$ cat config.mk
export PLATFORM = sky130hd
export DESIGN_NAME = twin_byte_serial_tx
export DESIGN_NICKNAME = d
export VERILOG_FILES = /design/src/rtl/twin_tx_pkg.sv /design/src/rtl/tx_bit_timer.sv /design/src/rtl/twin_byte_serial_tx.sv
export SDC_FILE = /design/constraint.sdc
export NUM_CORES = 1
export LEC_CHECK = 0
export CORE_MARGIN = 3
export CORE_UTILIZATION = 54
export CTS_BUF_LIST = sky130_fd_sc_hd__clkbuf_4
export DETAILED_ROUTE_END_ITERATION = 8
export GPL_TIMING_DRIVEN = 0
export MAX_ROUTING_LAYER = met4
export PLACE_DENSITY = 0.81
export SLEW_MARGIN = 40
export SYNTH_ARGS = -nofsm -noshare
export SYNTH_HDL_FRONTEND = slang
export SYNTH_SLANG_ARGS = --single-unit
$ cat constraint.sdc
create_clock -name clk -period 2.8 [get_ports clk]
set_clock_uncertainty 0.2 [all_clocks]
set_input_delay 0.28 -clock clk [delete_from_list [all_inputs] [get_ports clk]]
set_output_delay 0.28 -clock clk [all_outputs]
set_load 0.03 [all_outputs]
$ cat src/rtl/twin_tx_pkg.sv
// Shared state encoding, line levels and sizing helpers for the twin-byte
// serial transmitter.
package twin_tx_pkg;

  typedef enum logic [2:0] {
    IDLE  = 3'd0,
    START = 3'd1,
    DATA1 = 3'd2,
    DATA2 = 3'd3,
    STOP  = 3'd4
  } tx_state_t;

  localparam int DEFAULT_DATA_W = 8;
  localparam int FRAME_BITS     = 2 * DEFAULT_DATA_W + 2;

  localparam logic LINE_IDLE = 1'b1;
  localparam logic START_BIT = 1'b0;
  localparam logic STOP_BIT  = 1'b1;

  // A counter for n values needs at least one bit even when n is 1.
  function automatic int counter_width(input int n);
    return (n > 1) ? $clog2(n) : 1;
  endfunction

endpackage

$ cat src/rtl/tx_bit_timer.sv
// Baud counter: holds each serial bit for CLKS_PER_BIT clocks and flags the
// last cycle of every bit period while enabled.
module tx_bit_timer
  import twin_tx_pkg::*;
#(
  parameter int CLKS_PER_BIT = 4
) (
  input  logic clk,
  input  logic rst,
  input  logic enable,
  output logic bit_tick
);

  localparam int CNT_W = counter_width(CLKS_PER_BIT);
  localparam logic [CNT_W-1:0] LAST = CNT_W'(CLKS_PER_BIT - 1);

  logic [CNT_W-1:0] count;

  // Held at zero while idle so every frame starts on a fresh bit period.
  always_ff @(posedge clk) begin
    if (rst) begin
      count <= '0;
    end else if (!enable || count == LAST) begin
      count <= '0;
    end else begin
      count <= count + 1'b1;
    end
  end

  assign bit_tick = enable && (count == LAST);

endmodule

$ cat src/rtl/twin_byte_serial_tx.sv
// Captures a (d1, d2) byte pair and sends it as one frame: start bit,
// d1 LSB-first, d2 LSB-first, stop bit.
module twin_byte_serial_tx
  import twin_tx_pkg::*;
#(
  parameter int DATA_W       = 8,
  parameter int CLKS_PER_BIT = 4
) (
  input  logic              clk,
  input  logic              rst,
  input  logic [DATA_W-1:0] d1,
  input  logic [DATA_W-1:0] d2,
  input  logic              load_valid,
  output logic              load_ready,
  output logic              tx_out,
  output logic              busy,
  output logic              done
);

  if (CLKS_PER_BIT < 1) begin : g_bad_clks_per_bit
    $error("twin_byte_serial_tx: CLKS_PER_BIT must be at least 1");
  end

  localparam int IDX_W = counter_width(DATA_W);
  localparam logic [IDX_W-1:0] LAST_IDX = IDX_W'(DATA_W - 1);

  tx_state_t         state;
  logic [IDX_W-1:0]  bit_idx;
  logic [DATA_W-1:0] shift1;
  logic [DATA_W-1:0] shift2;
  logic              bit_tick;

  tx_bit_timer #(
    .CLKS_PER_BIT(CLKS_PER_BIT)
  ) u_bit_timer (
    .clk     (clk),
    .rst     (rst),
    .enable  (state != IDLE),
    .bit_tick(bit_tick)
  );

  assign load_ready = (state == IDLE);

  // tx_out is loaded one edge ahead with the next bit, so each shift register
  // always presents the upcoming bit in position 0.
  always_ff @(posedge clk) begin
    if (rst) begin
      state   <= IDLE;
      tx_out  <= LINE_IDLE;
      busy    <= 1'b0;
      done    <= 1'b0;
      bit_idx <= '0;
      shift1  <= '0;
      shift2  <= '0;
    end else begin
      done <= 1'b0;
      case (state)
        IDLE: begin
          if (load_valid && load_ready) begin
            shift1  <= d1;
            shift2  <= d2;
            bit_idx <= '0;
            tx_out  <= START_BIT;
            busy    <= 1'b1;
            state   <= START;
          end
        end

        START: begin
          if (bit_tick) begin
            tx_out <= shift1[0];
            shift1 <= shift1 >> 1;
            state  <= DATA1;
          end
        end

        DATA1: begin
          if (bit_tick) begin
            if (bit_idx == LAST_IDX) begin
              bit_idx <= '0;
              tx_out  <= shift2[0];
              shift2  <= shift2 >> 1;
              state   <= DATA2;
            end else begin
              bit_idx <= bit_idx + 1'b1;
              tx_out  <= shift1[0];
              shift1  <= shift1 >> 1;
            end
          end
        end

        DATA2: begin
          if (bit_tick) begin
            if (bit_idx == LAST_IDX) begin
              bit_idx <= '0;
              tx_out  <= STOP_BIT;
              state   <= STOP;
            end else begin
              bit_idx <= bit_idx + 1'b1;
              tx_out  <= shift2[0];
              shift2  <= shift2 >> 1;
            end
          end
        end

        STOP: begin
          if (bit_tick) begin
            tx_out <= LINE_IDLE;
            busy   <= 1'b0;
            done   <= 1'b1;
            state  <= IDLE;
          end
        end

        default: begin
          tx_out <= LINE_IDLE;
          busy   <= 1'b0;
          state  <= IDLE;
        end
      endcase
    end
  end

endmodule

==> key figures <==
Yosys
  – Top area cells in the synthesized netlist: dfxtp_1 39%, mux2i_1 11%, a21oi_1 5.4%
  – Syn avg cell area: 8.98 µm²
  – Yosys cell types: 40
  – Synth area leader: dfxtp_1
  – Area share of the largest cell type after synthesis: 39.1%
  – Syn. warnings: 0
  – Synth Register Bits: 27
  – Post-synthesis sequential area ratio: 39.1%
  – Syn_nets: 176
  – Mapped Area: 1380 µm²
  – Cells after Synth: 154

Global route
  – Number of global-route vias before repair: 1175
  – Tot GR Track Use: 20.5%
  – Initial antenna violation count: 0
  – Grt total ovfl: 0
  – Pin count of the biggest net entering global routing: 16
  – First-pass GRT wire length: 5.20 mm

Floorplanning
  – Site row count: 17
  – Ports: 23
  – Die Ht: 56.6 µm
  – Area of the die: 3200 µm²
  – Die Wd: 56.6 µm
  – Core area: 2320 µm²
  – Starting Density: 59.6%

Clock tree
  – Clock sinks: 27
  – Setup bufs post-CTS: 0
  – Latest clock arrival within the worst-skew pair: 0.32 ns
  – Number of clock buffers inserted by TritonCTS: 3
  – Root Buffer: clkbuf_4
  – Reg clk slew, reported paths: 0.14 ns
  – Post_cts resized: 0
  – Hold_buf cts: 0
  – Clock Path Buffers: 2
  – CTS tree: yes
  – CTS H-tree lvls: 1

Worst hold path
  – Worst Hold Class: in -> reg
  – Hold Crit Start: rst
  – Hold path cells: 3
  – Hold path endpoint: tx_out

Place
  – RD Place Congestion: 0.852
  – I/O Buffers: 21
  – Post-detail-place hpwl: 2.19 mm
  – Area post-placement: 1630 µm²

Routing
  – Initial DRC count: 31
  – Vias per Instance: 5.72
  – DR WL/cell: 14.6 µm
  – DRC viols: 0
  – Via count: 1185
  – Final antenna-violating net count: 0
  – Drt first pass iters: 4
  – Final wirelength: 3.03 mm

Power and ir drop
  – Pleak: 0.700 nW
  – Power Density: 482 nW/µm²
  – Worst-case vdd ir drop: 0.331 mV

Finish
  – Final instance area: 1660 µm²
  – Register Area: 541 µm²
  – Fillers: 184
  – Share of layout cells above drive strength 1: 8.38%
  – Diodes inserted: 0
  – Multi-input gate area: 759 µm²
  – Layout area overhead: 19.7%
  – Fin util: 71.4%
  – Final #Nets: 202

STA
  – Max Slew Vio Count: 0
  – Final setup vio count: 0
  – RSZ-0062 raised after global routing: false
  – Post-layout min period: 2.61 ns
  – Final period util: 93.3%
  – Worst slew pin tran: 0.556 ns
  – Max Clk Rate: 383 MHz
  – Hold Vio Cnt, Final: 0
  – TNS Setup: 0 ns
  – Rel. slew slack: 62.7%

Critical path
  – Critical path class: reg -> out
  – Reg2reg path depth: 8
  – Reg2reg start: bit_idx[0]
  – Startpoint Class: register
  – Crit path DAT: 2.13 ns
  – R2r setup slk: 0.38 ns
  – Worst setup EP type: output pin
  – Max FO, Critical Path: 10
  – Critical Path RT: 2.32 ns
  – FF-to-FF End: shift2[0]

Run
  – Max cap viols: 0

Status
  – Status: completed
synthesized netlist by cell type:
| cell type | count |
|---|---|
| or4b_1 | 1 |
| nand3b_1 | 1 |
| o21ba_2 | 1 |
| or3b_4 | 1 |
| nor4b_1 | 1 |
| a211oi_1 | 8 |
| nand2b_1 | 3 |
| a32oi_1 | 1 |
| buf_4 | 2 |
| or3_1 | 6 |
| o21bai_1 | 1 |
| xnor2_2 | 1 |
| nand3_1 | 2 |
| and3b_1 | 1 |
| dfxtp_1 | 27 |
| nand2_1 | 7 |
| a31oi_4 | 1 |
| nor2_1 | 12 |
| o21ai_0 | 10 |
| a31oi_1 | 1 |
| nand4_1 | 2 |
| nor3_1 | 4 |
| nor2b_1 | 2 |
| nand4bb_1 | 1 |
| xnor2_1 | 1 |
| xor2_1 | 1 |
| clkbuf_1 | 7 |
| mux2i_1 | 15 |
| buf_6 | 1 |
| buf_2 | 3 |
| a21oi_1 | 15 |
| o31ai_1 | 1 |
| nor4_1 | 2 |
| inv_1 | 2 |
| and4_1 | 1 |
| a311o_1 | 1 |
| buf_1 | 2 |
| or4_1 | 1 |
| ha_1 | 3 |
| nor3b_2 | 1 |
per-layer routing:
layer	up-vias	GRT usage [%]	wire length, µm
met2	24	34.0	1480
met5	-	-	0
met3	2	2.53	101
met1	551	26.0	1430
met4	0	6.10	18
li1	608	-	-
metrics by stage:
step | hold WS [ns] | instances | setup slack, ns | total power, mW
final | 0.203 | 207 | 0.187 | 0.797
after global routing | 0.223 | 207 | 0.0445 | 0.839
after CTS | 0.195 | 207 | 0.155 | 0.802
after detailed placement | 0.231 | 203 | 0.418 | 0.637
after global placement | 0.220 | 203 | 0.528 | 0.628
after floorplan | 0.208 | 154 | 0.812 | 0.573
worst max-delay path, stage by stage, from the launching register on:
cell             delay, ns
dfxtp_1               0.32
buf_2                 0.18
clkbuf_1              0.21
nor3_1                0.36
clkdlybuf4s50_1       0.74
worst max-delay path by stage:
stage | slack (ns) | start | cells after the start | to
after floorplan | 0.81 | bit_idx[0] | 8 | shift2[5]
after global placement | 0.53 | bit_idx[0] | 8 | shift2[6]
after detailed placement | 0.42 | bit_idx[0] | 8 | shift2[0]
after CTS | 0.16 | state[2] | 4 | load_ready
after global routing | 0.04 | state[2] | 4 | load_ready
final | 0.19 | state[2] | 4 | load_ready
sequential cells by signal, summed over array words and instances (netlist names):
signal / flops
busy: 1
shift2: 8
done: 1
bit_idx: 3
tx_out: 1
u_bit_timer.count: 2
shift1: 8
state: 3
layout make-up:
class	instances	area share, %
multi-input cells	110	45.9
flip-flops and latches	27	32.7
well taps	28	2.12
clock inverters	1	0.302
clock buffers	3	1.36
repair buffers	21	12.7
plain buffers	15	4.54
inverters	2	0.454
cells in the final DEF (no fill, tap or decap), types with 3 or more instances in the layout:
cell / count
a211oi_1: 8
a21oi_1: 15
buf_2: 3
clkbuf_1: 7
clkbuf_4: 3
clkdlybuf4s50_1: 21
dfxtp_1: 27
ha_1: 3
mux2i_1: 15
nand2_1: 7
nand2b_1: 3
nor2_1: 12
nor3_1: 4
o21ai_0: 10
or3_1: 6
where the power goes:
part | total (mW) | internal [mW] | switching, mW
Combinational | 0.200 | 0.0970 | 0.103
Clock | 0.167 | 0.0535 | 0.113
Sequential | 0.431 | 0.415 | 0.0158
cell families after synthesis:
group	after synthesis	synth area share, %
AND/OR/NAND/NOR	49	20.4
AO/OA/AOI/OAI	40	18.6
flip-flops	27	39.1
buffers and inverters	17	5.97
multiplexers	15	10.9
XOR/XNOR	3	2.44
adder cells (fa/ha/maj)	3	2.72
Power figures use the tool's default switching activity.
